[src/rtl/game_status_ctrl_pkg.sv]
// Shared definitions for the game status controller and the LCD stage:
// state encodings, display widths and the line-clear score table.
package game_status_ctrl_pkg;

  localparam int TIME_W  = 7;
  localparam int POINT_W = 7;
  localparam int SCORE_W = 8;

  typedef enum logic [1:0] {
    GS_START  = 2'd0,
    GS_GAMING = 2'd1,
    GS_OVER   = 2'd2
  } game_state_t;

  function automatic logic [3:0] line_score(input logic [2:0] lines);
    logic [3:0] pts;
    case (lines)
      3'd1:    pts = 4'd1;
      3'd2:    pts = 4'd3;
      3'd3:    pts = 4'd5;
      3'd4:    pts = 4'd8;
      default: pts = 4'd0;
    endcase
    return pts;
  endfunction

endpackage

[src/rtl/game_status_ctrl_sec_tick_gen.sv]
// Game-second divider: counts 0..CLK_HZ-1 while enabled and raises a
// registered sec_tick during the cycle the count sits at CLK_HZ-1.
module sec_tick_gen #(
  parameter int CLK_HZ = 50000000
) (
  input  logic Clk,
  input  logic rst,
  input  logic enable,
  output logic sec_tick
);

  localparam int CNT_W = (CLK_HZ > 1) ? $clog2(CLK_HZ) : 1;
  localparam logic [CNT_W-1:0] LAST = CNT_W'(CLK_HZ - 1);

  logic [CNT_W-1:0] cnt_q;
  logic [CNT_W-1:0] cnt_nxt;

  // Disabled means the count parks at zero, so every entry starts a fresh second.
  always_comb begin
    cnt_nxt = '0;
    if (enable) begin
      cnt_nxt = (cnt_q == LAST) ? '0 : cnt_q + CNT_W'(1);
    end
  end

  always_ff @(posedge Clk) begin
    if (rst) begin
      cnt_q    <= '0;
      sec_tick <= 1'b0;
    end else begin
      cnt_q    <= cnt_nxt;
      sec_tick <= enable && (cnt_nxt == LAST);
    end
  end

endmodule

[src/rtl/game_status_ctrl.sv]
// Game status controller: start/gaming/gameOver sequencing, countdown
// timer and saturating line-clear score, all outputs registered.
module game_status_ctrl
  import game_status_ctrl_pkg::*;
#(
  parameter int CLK_HZ    = 50000000,
  parameter int GAME_TIME = 30,
  parameter int POINT_MAX = 99
) (
  input  logic               Clk,
  input  logic               rst,
  input  logic               start_key,
  input  logic               clear_valid,
  input  logic [2:0]         clear_lines,
  input  logic               top_out,
  output logic [1:0]         gameState,
  output logic [TIME_W-1:0]  timeNum,
  output logic [POINT_W-1:0] point,
  output logic               sec_tick
);

  localparam logic [TIME_W-1:0]  TIME_INIT = TIME_W'(GAME_TIME);
  localparam logic [SCORE_W-1:0] POINT_CAP = SCORE_W'(POINT_MAX);

  function automatic logic [POINT_W-1:0] sat_add(input logic [POINT_W-1:0] base,
                                                  input logic [3:0]         add);
    logic [SCORE_W-1:0] sum;
    sum = SCORE_W'(base) + SCORE_W'(add);
    if (sum > POINT_CAP) sum = POINT_CAP;
    return sum[POINT_W-1:0];
  endfunction

  game_state_t        state_q, state_d;
  logic [TIME_W-1:0]  time_q, time_d;
  logic [POINT_W-1:0] point_q, point_d;
  logic               start_q;
  logic               start_edge;
  logic               run_en;

  assign start_edge = start_key & ~start_q;

  // The divider runs only while gaming continues across the edge, so it
  // reads zero on entry and is cleared on the edge that leaves gaming.
  assign run_en = (state_q == GS_GAMING) && (state_d == GS_GAMING);

  sec_tick_gen #(
    .CLK_HZ (CLK_HZ)
  ) u_sec_tick_gen (
    .Clk      (Clk),
    .rst      (rst),
    .enable   (run_en),
    .sec_tick (sec_tick)
  );

  always_comb begin
    state_d = state_q;
    time_d  = time_q;
    point_d = point_q;
    case (state_q)
      GS_START: begin
        if (start_edge) begin
          state_d = GS_GAMING;
          time_d  = TIME_INIT;
          point_d = '0;
        end
      end
      GS_GAMING: begin
        if (clear_valid) point_d = sat_add(point_q, line_score(clear_lines));
        // top_out freezes the clock even if a tick lands on the same cycle
        if (top_out) begin
          state_d = GS_OVER;
        end else if (sec_tick) begin
          time_d = time_q - TIME_W'(1);
          if (time_q == TIME_W'(1)) state_d = GS_OVER;
        end
      end
      GS_OVER: begin
        if (start_edge) state_d = GS_START;
      end
      default: state_d = GS_START;
    endcase
  end

  // Start key history resets high so a key held through reset is not a press.
  always_ff @(posedge Clk) begin
    if (rst) begin
      state_q <= GS_START;
      time_q  <= TIME_INIT;
      point_q <= '0;
      start_q <= 1'b1;
    end else begin
      state_q <= state_d;
      time_q  <= time_d;
      point_q <= point_d;
      start_q <= start_key;
    end
  end

  assign gameState = state_q;
  assign timeNum   = time_q;
  assign point     = point_q;

endmodule

[config.mk]
export PLATFORM = sky130hd
export DESIGN_NAME = game_status_ctrl
export DESIGN_NICKNAME = d
export VERILOG_FILES = /design/src/rtl/game_status_ctrl_pkg.sv /design/src/rtl/game_status_ctrl_sec_tick_gen.sv /design/src/rtl/game_status_ctrl.sv
export SDC_FILE = /design/constraint.sdc
export NUM_CORES = 1
export LEC_CHECK = 0
export BUFFER_PORTS_ARGS = -buffer_cell sky130_fd_sc_hd__buf_2
export CORE_MARGIN = 2
export CORE_UTILIZATION = 59
export DETAILED_ROUTE_END_ITERATION = 7
export GPL_ROUTABILITY_DRIVEN = 1
export PLACE_DENSITY = 0.89
export RECOVER_POWER = 25
export SYNTH_ARGS = -nofsm -noshare
export SYNTH_HDL_FRONTEND = slang
export SYNTH_SLANG_ARGS = --single-unit
[constraint.sdc]
create_clock -name Clk -period 2.7 [get_ports Clk]
set_input_delay 0.27 -clock Clk [delete_from_list [all_inputs] [get_ports Clk]]
set_output_delay 0.27 -clock Clk [all_outputs]
set_load 0.02 [all_outputs]
**Yosys cells after proc, flatten, opt, wreduce, memory -nomap -nowiden**

Index checks and enable logic that the tools add are counted.

- Bits in registers: 44
- Input bits: 8

- Add/sub/neg operators: 3
- Order comparisons: 1
- Eq/ne operators: 14
- Mux-type cells: 19
- Bitwise logic cells: 2
- Reduce and logical (&&, ||, !) cells: 6

Operator list:

| cell | number |
|---|---|
| $eq A26 B26 Y1 const B | 2 |
| $mux W26 | 2 |
| $mux W7 | 6 |
| $pmux W7 S2 | 2 |
| $add A26 B1 Y26 const B | 1 |
| $pmux W4 S4 | 1 |
| $mux W2 | 5 |
| $add A7 B4 Y8 | 1 |
| $gt A8 B7 Y1 const B | 1 |
| $mux W4 | 2 |
| $eq A7 B1 Y1 const B | 1 |
| $sub A7 B1 Y7 const B | 1 |
| $eq A3 B2 Y1 const B | 2 |
| $ne A2 B2 Y1 const B | 3 |
| $pmux W2 S3 | 1 |
| $eq A2 B1 Y1 const B | 2 |
| $reduce_and A4 Y1 | 1 |
| $eq A3 B1 Y1 const B | 1 |
| $eq A3 B3 Y1 const B | 1 |
| $reduce_and A3 Y1 | 1 |
| $eq A2 B2 Y1 const B | 1 |
| $logic_and A1 B1 Y1 | 2 |
| $logic_not A2 Y1 | 1 |
| $ne A2 B1 Y1 const B | 1 |
| 3 further kinds | 3 |

**Depth between registers and ports, before layout**

- Depth in word-level cells: 10
- Gate-level depth with buffers: 10

**By module**

Synthesis repeated with hierarchy kept, for this count alone.

- Cells, all modules: 306
- Area total of the unflattened synthesis: 2,578.7 um^2

By module, submodules not included:

| module | instances | cells an instance | area each (um^2) | seq. area each (um^2) |
|---|---|---|---|---|
| sec_tick_gen | 1 | 168 | 1,456.4 | 540.5 |
| game_status_ctrl | 1 | 138 | 1,122.3 | 340.3 |

**Least setup slack after synthesis**

Ideal clock, no wire load.

- Kind: input -> register
- Start: in clear_lines[0]
- End: reg point_q[2], in the netlist point[2]
- Data arrival time: 2.131 ns
- Data required time: 2.569 ns
- Slack: 0.438 ns
- Cell stages on the path: 10
- Cell sequence: nor2_1 nor2_1 ha_1 fa_1 a21o_1 a21oi_1 nand3b_1 a32oi_1 o21ai_0 o41ai_1

- Word-level cells in the longest chain between the ends: 9
- Elaborated cells on any way between the ends: 12
- Those cells by class: add/sub (1); order compare (1); eq/ne (4); mux (6)

RTL lines:

| what | RTL line | source |
|---|---|---|
| start: declaration | game_status_ctrl.sv:14 | `input logic [2:0] clear_lines,` |
| $eq A3 B3 Y1, or another cell as far along | game_status_ctrl_pkg.sv:17 | `case (lines)` |
| $pmux W4 S4 (*) | game_status_ctrl_pkg.sv:17 |  |
| $mux W4 (*) | game_status_ctrl.sv:68 | `if (clear_valid) point_d = sat_add(point_q, line_score(clear_lines));` |
| $mux W4 (*) | game_status_ctrl.sv:59 | `case (state_q)` |
| $add A7 B4 Y8 (*) | game_status_ctrl.sv:28 | `sum = SCORE_W'(base) + SCORE_W'(add);` |
| $gt A8 B7 Y1 | game_status_ctrl.sv:29 | `if (sum > POINT_CAP) sum = POINT_CAP;` |
| $mux W7 (*) | game_status_ctrl.sv:29 |  |
| $mux W7 (*) | game_status_ctrl.sv:68 |  |
| $pmux W7 S2 (*) | game_status_ctrl.sv:59 |  |
| end signal: assignment | game_status_ctrl.sv:94 | `point_q <= point_d;` |
| end: declaration | game_status_ctrl.sv:35 | `logic [POINT_W-1:0] point_q, point_d;` |

Mark *: on every way between the ends. The rest lies on a longest branch, timed or not. The select of a mux whose other input is x is not followed.
A chain may end at the register's enable or synchronous reset.

**Worst setup path after layout**

- Start: reg u_sec_tick_gen.cnt_q[0]
- End: reg u_sec_tick_gen.sec_tick

- Word-level cells in the longest chain between the ends: 5
- Elaborated cells on any way between the ends: 6
- Those cells by class: add/sub (1); eq/ne (2); mux (2); reduce/logical (1)

RTL lines:

| what | RTL line | source |
|---|---|---|
| start: declaration | game_status_ctrl_sec_tick_gen.sv:15 | `logic [CNT_W-1:0] cnt_q;` |
| start signal: assignment | game_status_ctrl_sec_tick_gen.sv:31 | `cnt_q <= cnt_nxt;` |
| $add A26 B1 Y26 / $eq A26 B26 Y1 (equally long branches) | game_status_ctrl_sec_tick_gen.sv:22 | `cnt_nxt = (cnt_q == LAST) ? '0 : cnt_q + CNT_W'(1);` |
| $mux W26 (*) | game_status_ctrl_sec_tick_gen.sv:22 |  |
| $mux W26 (*) | game_status_ctrl_sec_tick_gen.sv:21 | `if (enable) begin` |
| $eq A26 B26 Y1 (*) | game_status_ctrl_sec_tick_gen.sv:32 | `sec_tick <= enable && (cnt_nxt == LAST);` |
| $logic_and A1 B1 Y1 (*) | game_status_ctrl_sec_tick_gen.sv:32 |  |
| end signal: assignment | game_status_ctrl_sec_tick_gen.sv:32 |  |
| end: declaration | game_status_ctrl_sec_tick_gen.sv:9 | `output logic sec_tick` |

Mark *: on every way between the ends. The rest lies on a longest branch, timed or not.

==> out/results.tsv <==
stage	metric	value	unit
routing	viasPerCell	6.12	
finish	fin_area	2810	µm²
synthesis	synthTopCellsByArea	dfxtp_1 (34%), nor2_1 (5.7%), xor2_1 (5.5%)	
synthesis	ys_ff_latch	44	
die	die_h	70.0	µm
worst_setup_path	critPathMaxStageDelay	490	ps
timing	layout_min_cycle_time	2430	ps
finish	diodes	0	
worst_setup_path	required	2900	ps
power_and_ir_drop	powerDensity	429	nW/µm²
synthesis	syn_inst	304	
timing	setup_violations	0	
synthesis	syn_area_per_cell	8.44	µm²
clocking	cts_buffers	5	
clocking	cts_tree	yes	
power_and_ir_drop	ir_drop	0.306	mV
routing	drtIter0Drc	180	
clocking	cts_resized	0	
finish	final_common_cell	dfxtp_1	
clocking	clk_path_buf_depth	2	
power_and_ir_drop	leakage	0.979	nW
routing	wl	5460	µm
worst_setup_path	cp-start-kind	register	
place	post-dp-hpwl	3970	µm
global_route	grt_max_degree	15	
timing	rsz0062_at_grt	false	
synthesis	synthDistinctLibCells	63	
hold_path	hold_path_class	primary input to register	
finish	finalNetCount	345	
global_route	grt_pass1_wl	9490	µm
worst_setup_path	crit_chain	ha_1 > and3_1 > nand4_4 > nor4_4 > xnor2_1 > or4_4 > a2111oi_2	
finish	drive_gt1_frac	0.121	
timing	drv_slew	0	
timing	final_hold_viol_count	0	
die	ios	25	
clocking	clkSlewWorstSetupHoldPaths	80	ps
timing	finClkSkew	7.19	ps
synthesis	synth-main-ff-cell	dfxtp_1	
finish	num-fill-cells	339	
worst_setup_path	crit_path_end_kind	register	
run	drv_cap	0	
clocking	post_cts_buffers	0	
finish	regArea	881	µm²
finish	final_cell_mix	dfxtp_1 (44), nor2_1 (39), nand2_1 (27)	
routing	wl_per_cell	14.4	µm
routing	ant_nets	0	
die	initial_core_util	0.628	
clocking	clock-sinks	44	
timing	tightest_slew	511	ps
finish	multi_input_area	1580	µm²
synthesis	synth_area	2570	µm²
global_route	overflow	0	
place	gp_congestion	0.936	
clocking	cts_hold_buf	0	
worst_setup_path	crit_slowest_cell	or4_4	
synthesis	synth_top_area_frac	0.343	
clocking	cts_max_level	2	
timing	slew_headroom	0.657	
die	die_w	70.0	µm
global_route	grt_usage	0.230	
timing	period_share	0.901	
die	dieArea	4890	µm²
routing	first_pass_iters	5	
synthesis	yosysSeqAreaShare	0.343	
die	core_area	4090	µm²
place	port_buffers	24	
place	placed_area	2710	µm²
timing	postLayoutSetupSlackWorst	267	ps
clocking	insertion_delay	300	ps
synthesis	yosysWarnings	0	
routing	drc	0	
place	preCtsSetupSlack	109	ps
die	rows	23	
finish	area_growth	9.31	%
worst_setup_path	cp.arrival	2640	ps
routing	vias	2325	
synthesis	synth_nets	320	
global_route	antenna_found_initial	0	
power_and_ir_drop	power	0.00120	W
synthesis	synth_top_area_cell	dfxtp_1	
clocking	cts_root_buffer	clkbuf_8	
worst_setup_path	crit_path_max_fanout	6	
global_route	grt_pass1_vias	2131	
worst_setup_path	critPathKind	register to register	
synthesis	async_reset_ff_frac	0	
timing	fmax	0.411	GHz
timing	timing.setup.tns	0	ps
outcome	status	finished clean	
synthesis	synth_edf_count	0	
through the flow:
stage | hold slack (ps) | utilization | cells
global route | 186 | 0.686 | 380
CTS | 183 | 0.691 | 380
floorplan | 377 | - | 304
global placement | 463 | 0.664 | 372
finish | 194 | 0.686 | 380
detailed placement | 478 | 0.664 | 372
final timing paths:
check | from | end | slack (ps) | cells after the start
setup / recovery | u_sec_tick_gen.cnt_q[0]$_SDFF_PP0_ | u_sec_tick_gen.sec_tick$_SDFF_PP0_ | 270 | 7
hold / removal | start_key | start_q$_SDFF_PP1_ | 190 | 2
setup reg to reg | u_sec_tick_gen.cnt_q[0]$_SDFF_PP0_ | u_sec_tick_gen.sec_tick$_SDFF_PP0_ | 270 | 7
hold reg to reg | u_sec_tick_gen.cnt_q[0]$_SDFF_PP0_ | u_sec_tick_gen.cnt_q[0]$_SDFF_PP0_ | 500 | 1
critical path: cells and delay by family, from the launching register on:
| kind | cells | cell delay, ps |
|---|---|---|
| XOR/XNOR | 1 | 110 |
| AO/OA/AOI/OAI | 1 | 330 |
| flip-flops | 1 | 410 |
| adder cells (fa/ha/maj) | 1 | 220 |
| AND/OR/NAND/NOR | 4 | 1260 |
registers in the layout (all words and copies together), names as in the netlist:
name                     flops
u_sec_tick_gen.cnt_q        26
timeNum                      7
point                        7
gameState                    2
start_q                      1
u_sec_tick_gen.sec_tick      1
per-layer routing:
| layer | vias up | wire length (µm) | global-route usage |
|---|---|---|---|
| li1 | 1136 | - | - |
| met1 | 1070 | 2500 | 0.304 |
| met2 | 105 | 2490 | 0.370 |
| met3 | 14 | 365 | 0.0390 |
| met4 | 0 | 105 | 0.0983 |
| met5 | - | 0 | 0 |
final cells by class:
cell class	count	share of cell area
repair buffers	30	0.0526
inverters	7	0.00937
flip-flops and latches	44	0.314
clock buffers	5	0.0245
multi-input cells	241	0.562
clock inverters	3	0.0152
well taps	50	0.0223
cell families after synthesis:
group	Yosys count	synth area share
compound gates	48	0.125
xor+xnor	31	0.106
simple gates	153	0.337
mux	1	0.00439
buf+inv	19	0.0424
flops	44	0.343
fa+ha+maj	8	0.0419
synthesized netlist by cell type, types with 3 or more instances:
| cell | count |
|---|---|
| nor4b_1 | 3 |
| xor2_1 | 16 |
| or3_1 | 3 |
| and2_1 | 3 |
| ha_1 | 7 |
| nor3_1 | 9 |
| nand2_1 | 27 |
| xnor2_1 | 15 |
| nand3b_1 | 4 |
| clkbuf_1 | 5 |
| nand3_1 | 19 |
| nor4_1 | 4 |
| inv_1 | 7 |
| nand4_1 | 9 |
| dfxtp_1 | 44 |
| a21oi_1 | 13 |
| nor3b_1 | 3 |
| nor2_1 | 39 |
| nor2b_1 | 5 |
| o21ai_0 | 11 |
where the power goes:
group / total (W) / switching, W / internal, W / leakage (nW)
registers: 0.000656 / 0.00000398 / 0.000652 / 0.355
logic: 0.0000505 / 0.0000314 / 0.0000191 / 0.570
clock network: 0.000498 / 0.000224 / 0.000274 / 0.0541
Note: power is estimated with default switching activity, not from simulation.
